## src/rtl/wb_arbiter.sv

```systemverilog
// wb_arbiter: writeback arbiter feeding the register-file write port.
// ALU results always win the write slot; load returns bypass when the path
// is clear and otherwise queue in a DEPTH-entry FIFO. Queued loads whose
// destination is overwritten by a later ALU write are squashed (marked dead)
// and discarded silently when they reach the head.
//
// Optional feature macro: WB_R0_ZERO_EN (register 0 hardwired to zero).
//
// Ports:
//   clk, reset(async, active-low), enable (global run)
//   alu_valid/alu_rd/alu_data       ALU result, no backpressure
//   mem_valid/mem_ready/mem_rd/mem_data  load return handshake
//   RegW/RD/WriteData               registered register-file write
//   pending                         registered live-destination scoreboard
//   fifo_count                      registered FIFO occupancy
module wb_arbiter #(
  parameter int unsigned DEPTH  = 4,
  parameter int unsigned DATA_W = 16,
  parameter int unsigned REG_AW = 4
) (
  input  logic                     clk,
  input  logic                     reset,
  input  logic                     enable,
  input  logic                     alu_valid,
  input  logic [REG_AW-1:0]        alu_rd,
  input  logic [DATA_W-1:0]        alu_data,
  input  logic                     mem_valid,
  output logic                     mem_ready,
  input  logic [REG_AW-1:0]        mem_rd,
  input  logic [DATA_W-1:0]        mem_data,
  output logic                     RegW,
  output logic [REG_AW-1:0]        RD,
  output logic [DATA_W-1:0]        WriteData,
  output logic [(1<<REG_AW)-1:0]   pending,
  output logic [$clog2(DEPTH):0]   fifo_count
);

  localparam int unsigned PTR_W = $clog2(DEPTH);
  localparam int unsigned CNT_W = PTR_W + 1;
  localparam int unsigned NREG  = 1 << REG_AW;

  // FIFO storage
  logic [DEPTH-1:0]  live_q;
  logic [REG_AW-1:0] rd_q   [DEPTH];
  logic [DATA_W-1:0] data_q [DEPTH];
  logic [PTR_W-1:0]  head_q, tail_q;

  // Next-state
  logic [DEPTH-1:0]  live_n;
  logic [REG_AW-1:0] rd_n   [DEPTH];
  logic [DATA_W-1:0] data_n [DEPTH];
  logic [PTR_W-1:0]  head_n, tail_n;
  logic [CNT_W-1:0]  count_n;
  logic [NREG-1:0]   pending_n;
  logic              regw_n;
  logic [REG_AW-1:0] rd_out_n;
  logic [DATA_W-1:0] wd_n;

  logic accept, fifo_empty, pop, bypass, enq, squash;
  logic alu_wr, mem_keep;

  // r0 filtering: an ALU write to r0 neither writes nor squashes, and a
  // load to r0 is accepted but goes nowhere.
`ifdef WB_R0_ZERO_EN
  assign alu_wr   = alu_valid & (alu_rd != '0);
  assign mem_keep = (mem_rd != '0);
`else
  assign alu_wr   = alu_valid;
  assign mem_keep = 1'b1;
`endif

  // Ready uses the registered count only, so a full FIFO never accepts
  // on the cycle it drains.
  assign mem_ready  = reset & enable & (fifo_count < CNT_W'(DEPTH));
  assign accept     = mem_valid & mem_ready;
  assign fifo_empty = (fifo_count == '0);
  assign pop        = enable & ~alu_valid & ~fifo_empty;
  assign bypass     = enable & ~alu_valid & fifo_empty & accept;
  assign enq        = accept & ~bypass & mem_keep;
  assign squash     = enable & alu_wr;

  // Next-state for FIFO, scoreboard and write port
  always_comb begin
    live_n   = live_q;
    rd_n     = rd_q;
    data_n   = data_q;
    head_n   = head_q;
    tail_n   = tail_q;
    regw_n   = 1'b0;
    rd_out_n = RD;
    wd_n     = WriteData;

    for (int i = 0; i < DEPTH; i++) begin
      if (squash && (rd_q[i] == alu_rd)) live_n[i] = 1'b0;
    end

    if (pop) begin
      live_n[head_q] = 1'b0;
      head_n         = head_q + PTR_W'(1);
    end

    // A load arriving with a same-rd ALU write is older, so it lands dead.
    if (enq) begin
      live_n[tail_q] = ~(squash && (mem_rd == alu_rd));
      rd_n[tail_q]   = mem_rd;
      data_n[tail_q] = mem_data;
      tail_n         = tail_q + PTR_W'(1);
    end

    count_n = fifo_count + CNT_W'(enq) - CNT_W'(pop);

    if (enable) begin
      if (alu_valid) begin
        regw_n = alu_wr;
        if (alu_wr) begin
          rd_out_n = alu_rd;
          wd_n     = alu_data;
        end
      end else if (pop) begin
        regw_n = live_q[head_q];
        if (live_q[head_q]) begin
          rd_out_n = rd_q[head_q];
          wd_n     = data_q[head_q];
        end
      end else if (bypass) begin
        regw_n = mem_keep;
        if (mem_keep) begin
          rd_out_n = mem_rd;
          wd_n     = mem_data;
        end
      end
    end

    pending_n = '0;
    for (int i = 0; i < DEPTH; i++) begin
      if (live_n[i]) pending_n[rd_n[i]] = 1'b1;
    end
`ifdef WB_R0_ZERO_EN
    pending_n[0] = 1'b0;
`endif
  end

  // State registers
  always_ff @(posedge clk or negedge reset) begin
    if (!reset) begin
      live_q     <= '0;
      head_q     <= '0;
      tail_q     <= '0;
      fifo_count <= '0;
      pending    <= '0;
      RegW       <= 1'b0;
      RD         <= '0;
      WriteData  <= '0;
      for (int i = 0; i < DEPTH; i++) begin
        rd_q[i]   <= '0;
        data_q[i] <= '0;
      end
    end else if (enable) begin
      live_q     <= live_n;
      head_q     <= head_n;
      tail_q     <= tail_n;
      fifo_count <= count_n;
      pending    <= pending_n;
      RegW       <= regw_n;
      RD         <= rd_out_n;
      WriteData  <= wd_n;
      for (int i = 0; i < DEPTH; i++) begin
        rd_q[i]   <= rd_n[i];
        data_q[i] <= data_n[i];
      end
    end else begin
      RegW <= 1'b0;
    end
  end

endmodule

```

## config.mk

```make
export PLATFORM = sky130hd
export DESIGN_NAME = wb_arbiter
export DESIGN_NICKNAME = d
export VERILOG_FILES = /design/src/rtl/wb_arbiter.sv
export SDC_FILE = /design/constraint.sdc
export NUM_CORES = 1
export LEC_CHECK = 0
export CAP_MARGIN = 40
export CORE_ASPECT_RATIO = 1.75
export CORE_MARGIN = 3
export CORE_UTILIZATION = 55
export DETAILED_ROUTE_END_ITERATION = 12
export HOLD_SLACK_MARGIN = 0.15
export MAX_ROUTING_LAYER = met4
export PLACE_DENSITY_LB_ADDON = 0.1
export SLEW_MARGIN = 20
export SYNTH_ARGS = -nofsm -noshare
export SYNTH_HDL_FRONTEND = slang
export SYNTH_SLANG_ARGS = --single-unit
```

## constraint.sdc

```tcl
create_clock -name clk -period 3.3 [get_ports clk]
set_input_delay 0.99 -clock clk [delete_from_list [all_inputs] [get_ports clk]]
set_output_delay 0.99 -clock clk [all_outputs]
set_load 0.05 [all_outputs]
```

# Word level (Yosys, flattened, before mapping)
# Index checks and enable logic that the tools add are counted.
[classes] addsub=4 multipliers=0 n_div=0 order_cmp=16 eq_ne=6 n_shift=0 mux=50 n_bitwise=20 reduce_logical=17
[op_table] op="$mux 16" count=12
[op_table] op="$bwmux 64" count=1
[op_table] op="$or 16x16->16" count=3
[op_table] op="$mux 4" count=9
[op_table] op="$bmux 16 s2" count=1
[op_table] op="$demux 16 s2" count=1
[op_table] op="$eq 4x4->1" count=5
[op_table] op="$lt 4x5->1 const B" count=4
[op_table] op="$bwmux 16" count=1
[op_table] op="$demux 1 s4" count=4
[op_table] op="$ge 4x1->1 const B" count=4
[op_table] op="$mux 1" count=15
[op_table] op="$logic_and 1x1->1" count=12
[op_table] op="$and 1x1->1" count=9
[op_table] op="$bmux 4 s2" count=1
[op_table] op="$demux 4 s2" count=1
[op_table] op="$ge 3x3->1 const B" count=2
[op_table] op="$lt 2x3->1 const B" count=2
[op_table] op="$not 2->3" count=2
[op_table] op="$add 2x1->2 const B" count=2
[op_table] op="$and 4x4->4" count=1
[op_table] op="$bwmux 4" count=1
[op_table] op="$demux 1 s2" count=2
[op_table] op="$ge 2x1->1 const B" count=2
[op_table] op="12 further kinds" count=16
[totals] ff_bits=128 latch_bits=0 ramBits=0 mem_bits_ro=0 input_bits=45 out_inout_bits=41 elab_cells=129 memories=0

# Depth between registers and ports, before layout
[logic_depth] depth_word=18 ltp_mapped=13 mapped_depth_nobuf=11

# Least setup slack after synthesis
# No wires, ideal clock.
[synth_timing] kind="input to register" from="input port alu_valid" to="register fifo_count[2]" setup_ps=142 arrival_time_ps=3176 t_required_ps=3158 path_slack_ps=-19 path_stages=13 path_buffers=3 cell_sequence="buf_6 nor2b_1 and2_1 clkbuf_1 clkbuf_1 ha_1 inv_1 ha_1 inv_1 fa_1 xor2_1 nand2_1 xnor2_1"
[synth_between] elab_chain_cells=8 elab_cells_between_ends=9 classes_between="add/sub: 2; bitwise: 7"
[synth_rtl] item="start, declared" line_no="24" rtl="input logic alu_valid,"
[synth_rtl] item="$not 1->1 *" line_no="77, 78"
[synth_rtl] item="$and 1x1->1 *" line_no="77, 78"
[synth_rtl] item="$and 1x1->1 (2 in series)" line_no="78" rtl="assign bypass = enable & ~alu_valid & fifo_empty & accept;"
[synth_rtl] item="$not 1->1" line_no="79" rtl="assign enq = accept & ~bypass & mem_keep;"
[synth_rtl] item="$and 1x1->1" line_no="79"
[synth_rtl] item="$add 3x1->3" line_no="110" rtl="count_n = fifo_count + CNT_W'(enq) - CNT_W'(pop);"
[synth_rtl] item="$sub 3x1->3 *" line_no="110"
[synth_rtl] item="end signal, assigned" line_no="162" rtl="fifo_count <= count_n;"
[synth_rtl] item="end, declared" line_no="35" rtl="output logic [$clog2(DEPTH):0] fifo_count"
# Mark *: on every way between the ends. The rest lies on a longest branch, timed or not.
# A chain may end at the register's enable or synchronous reset.

# Worst setup path in the final report
[layout_timing] from="input port enable" to="output port mem_ready"
[layout_between] elab_chain_cells=2
[layout_rtl] item="start, declared" line_no="23" rtl="input logic enable,"
[layout_rtl] item="$and 1x1->1 (2 in series)" line_no="74" rtl="assign mem_ready = reset & enable & (fifo_count < CNT_W'(DEPTH));"
[layout_rtl] item="end, declared" line_no="28" rtl="output logic mem_ready,"
# Every way passes these cells.

==> out/metrics.yaml <==
synth_edf_count: 0
power_mw: 8.49
worstPathMaxFanout: 5
synth_top_area_cell: "dfrtp_1"
cts_tree: "built"
skew_ns: 0.0120
cts_root_buf: "clkbuf_16"
finalCritPeriodShare_pct: 92.6
outcome: "finished clean"
rows: 54
vias_per_cell: 5.96
finalSetupViolations: 0
syn_area_per_cell_um2: 10.5
antenna_cells: 0
async_reset_ff_share_pct: 100
clk-insertion-delay-late_ns: 0.42
yosysSeqAreaShare_pct: 44.6
peakVddDrop_mv: 0.737
grt_pass1_vias: 6072
synth_most_common_cell: "dfrtp_1"
synth_nets: 739
dieArea_mm2: 0.0145
grt_max_degree: 67
synthTopCellsByCount: "dfrtp_1 (128), nand2_1 (101), nor2_1 (77)"
drcViolationCount: 0
numPortBuffers: 85
crit_type: "primary input to output pin"
core_region_area_mm2: 0.0126
dp_hpwl_mm: 14.8
synth.area.top_cells: "dfrtp_1 (45%), mux2_2 (11%), mux4_2 (6.6%)"
die_h_um: 157
gr-total-overflow: 0
io_pins: 86
maxSlewHeadroom_pct: 45.8
start_util_pct: 56.8
cp.arrival_ns: 2.07
synth_top_flop_cell: "dfrtp_1"
place.gp.congestion: 0.903
max_freq_mhz: 327
holdBufCountCts: 0
ys_seq_elements: 128
grt_usage_pct: 30.8
h-tree-depth: 4
tightest_slew_ns: 0.813
antenna_found_initial: 0
final_util_pct: 72.1
syn2layout_area_growth_pct: 27.0
final_nets: 842
p_leak_nw: 4.03
cts_buffer_depth: 2
drt_pass1_iterations: 5
grt_pass1_wl_mm: 32.9
syn_inst: 683
cp-end-kind: "output pin"
drv_slew: 0
drtIter0Drc: 374
hold_viol_final: 0
synth_cell_types: 41
path_clk_slew_ns: 0.06
die_w_um: 92.3
cts_setup_buffers: 0
numCtsBuffers: 17
r2r_slack_ns: 0.79
vias: 5768
cap_viol_max_count: 0
min_path_type: "register to register"
finalWirelength_mm: 20.9
ant_nets: 0
ctsResizeCount: 0
wl_per_cell_um: 21.6
period_needed_ns: 3.06
rsz0062_at_grt: "false"
clkSinkCount: 128
p_per_area_mw_per_mm2: 931
start_kind: "primary input"
cp.required_ns: 2.31
layout-drive-gt1-share_pct: 23.3
yosys.area.top_type_share_pct: 44.6
netlist_area_mm2: 0.00718
yosysWarningCount: 0
-- per-stage QoR --
step                hold WS [ns]  worst slack, ns  TNS, ns  instance area [um^2]  cells
floorplan                  0.441           0.0462        0                  7180    683
global placement           0.453           -0.109   -0.832                  8400    933
detailed placement         0.464           -0.103   -0.934                  8400    933
CTS                        0.480            0.233        0                  9060    965
global route               0.507            0.200        0                  9110    967
finish                     0.476            0.244        0                  9110    967
-- area by class of cell --
cell class	count	area, um^2
multi-input combinational	496	3710
fill	935	3520
sequential	128	3200
timing repair buffer	134	1290
clock buffer	18	429
clock inverter	14	230
tap	168	210
inverter	9	33.8
-- worst paths after layout --
| kind | startpoint | to | cells after the start |
|---|---|---|---|
| setup / recovery | enable | mem_ready | 5 |
| max in group asynchronous | reset | rd_q[15] | 4 |
| hold / removal | data_q[44] | data_q[44] | 2 |
| hold reg to reg | data_q[44] | data_q[44] | 2 |
| min in group asynchronous | reset | fifo_count[0] | 2 |
| setup reg to reg | fifo_count[1] | fifo_count[2] | 10 |
-- critical path, cell delays in order --
cell and delay, ns:
clkdlybuf4s50_1 0.52, buf_4 0.15, nand2_1 0.05, nor2_1 0.18, buf_12 0.17
-- power by group --
| group | switching [mW] | internal, mW | total (mW) |
|---|---|---|---|
| logic | 1.98 | 1.58 | 3.57 |
| clock network | 0.760 | 1.36 | 2.12 |
| registers | 0.583 | 2.22 | 2.80 |
-- layer usage --
metal	routed length (um)	vias up	global-route usage, %
li1	-	2641	-
met1	7570	2837	32.3
met2	11400	217	54.3
met3	835	73	4.21
met4	1070	0	18.6
met5	0	-	-
-- layout by cell type, fill, tap and decap left out, types with 6 or more instances in the layout --
master and n:
dfrtp_1 128, nand2_1 101, clkdlybuf4s50_1 82, nor2_1 77, mux2_2 67, buf_4 45, a22oi_1 32, o21ai_0 23
mux2i_1 22, mux4_2 21, nor2b_1 19, xnor2_1 18, nor3b_1 18, a221oi_1 18, a31oi_1 17, clkbuf_16 17
nand3_1 12, ha_1 10, inv_1 9, a21oi_1 6, xor2_1 6
-- state kept, by name, summed over array words and instances (netlist names) --
register / flops
head_q: 2
RegW: 1
rd_q: 16
tail_q: 2
WriteData: 16
fifo_count: 3
data_q: 64
RD: 4
pending: 16
live_q: 4
-- logic make-up (layout without fill, tap and decap cells) --
kind of cell	count (synthesis)	after routing	synth area share [%]
xor+xnor	24	24	2.93
mux	111	111	20.3
flops	128	128	44.6
buf+inv	59	175	3.77
simple gates	244	244	15.5
fa+ha+maj	11	11	2.02
compound gates	106	106	10.8
Power figures use the tool's default switching activity.
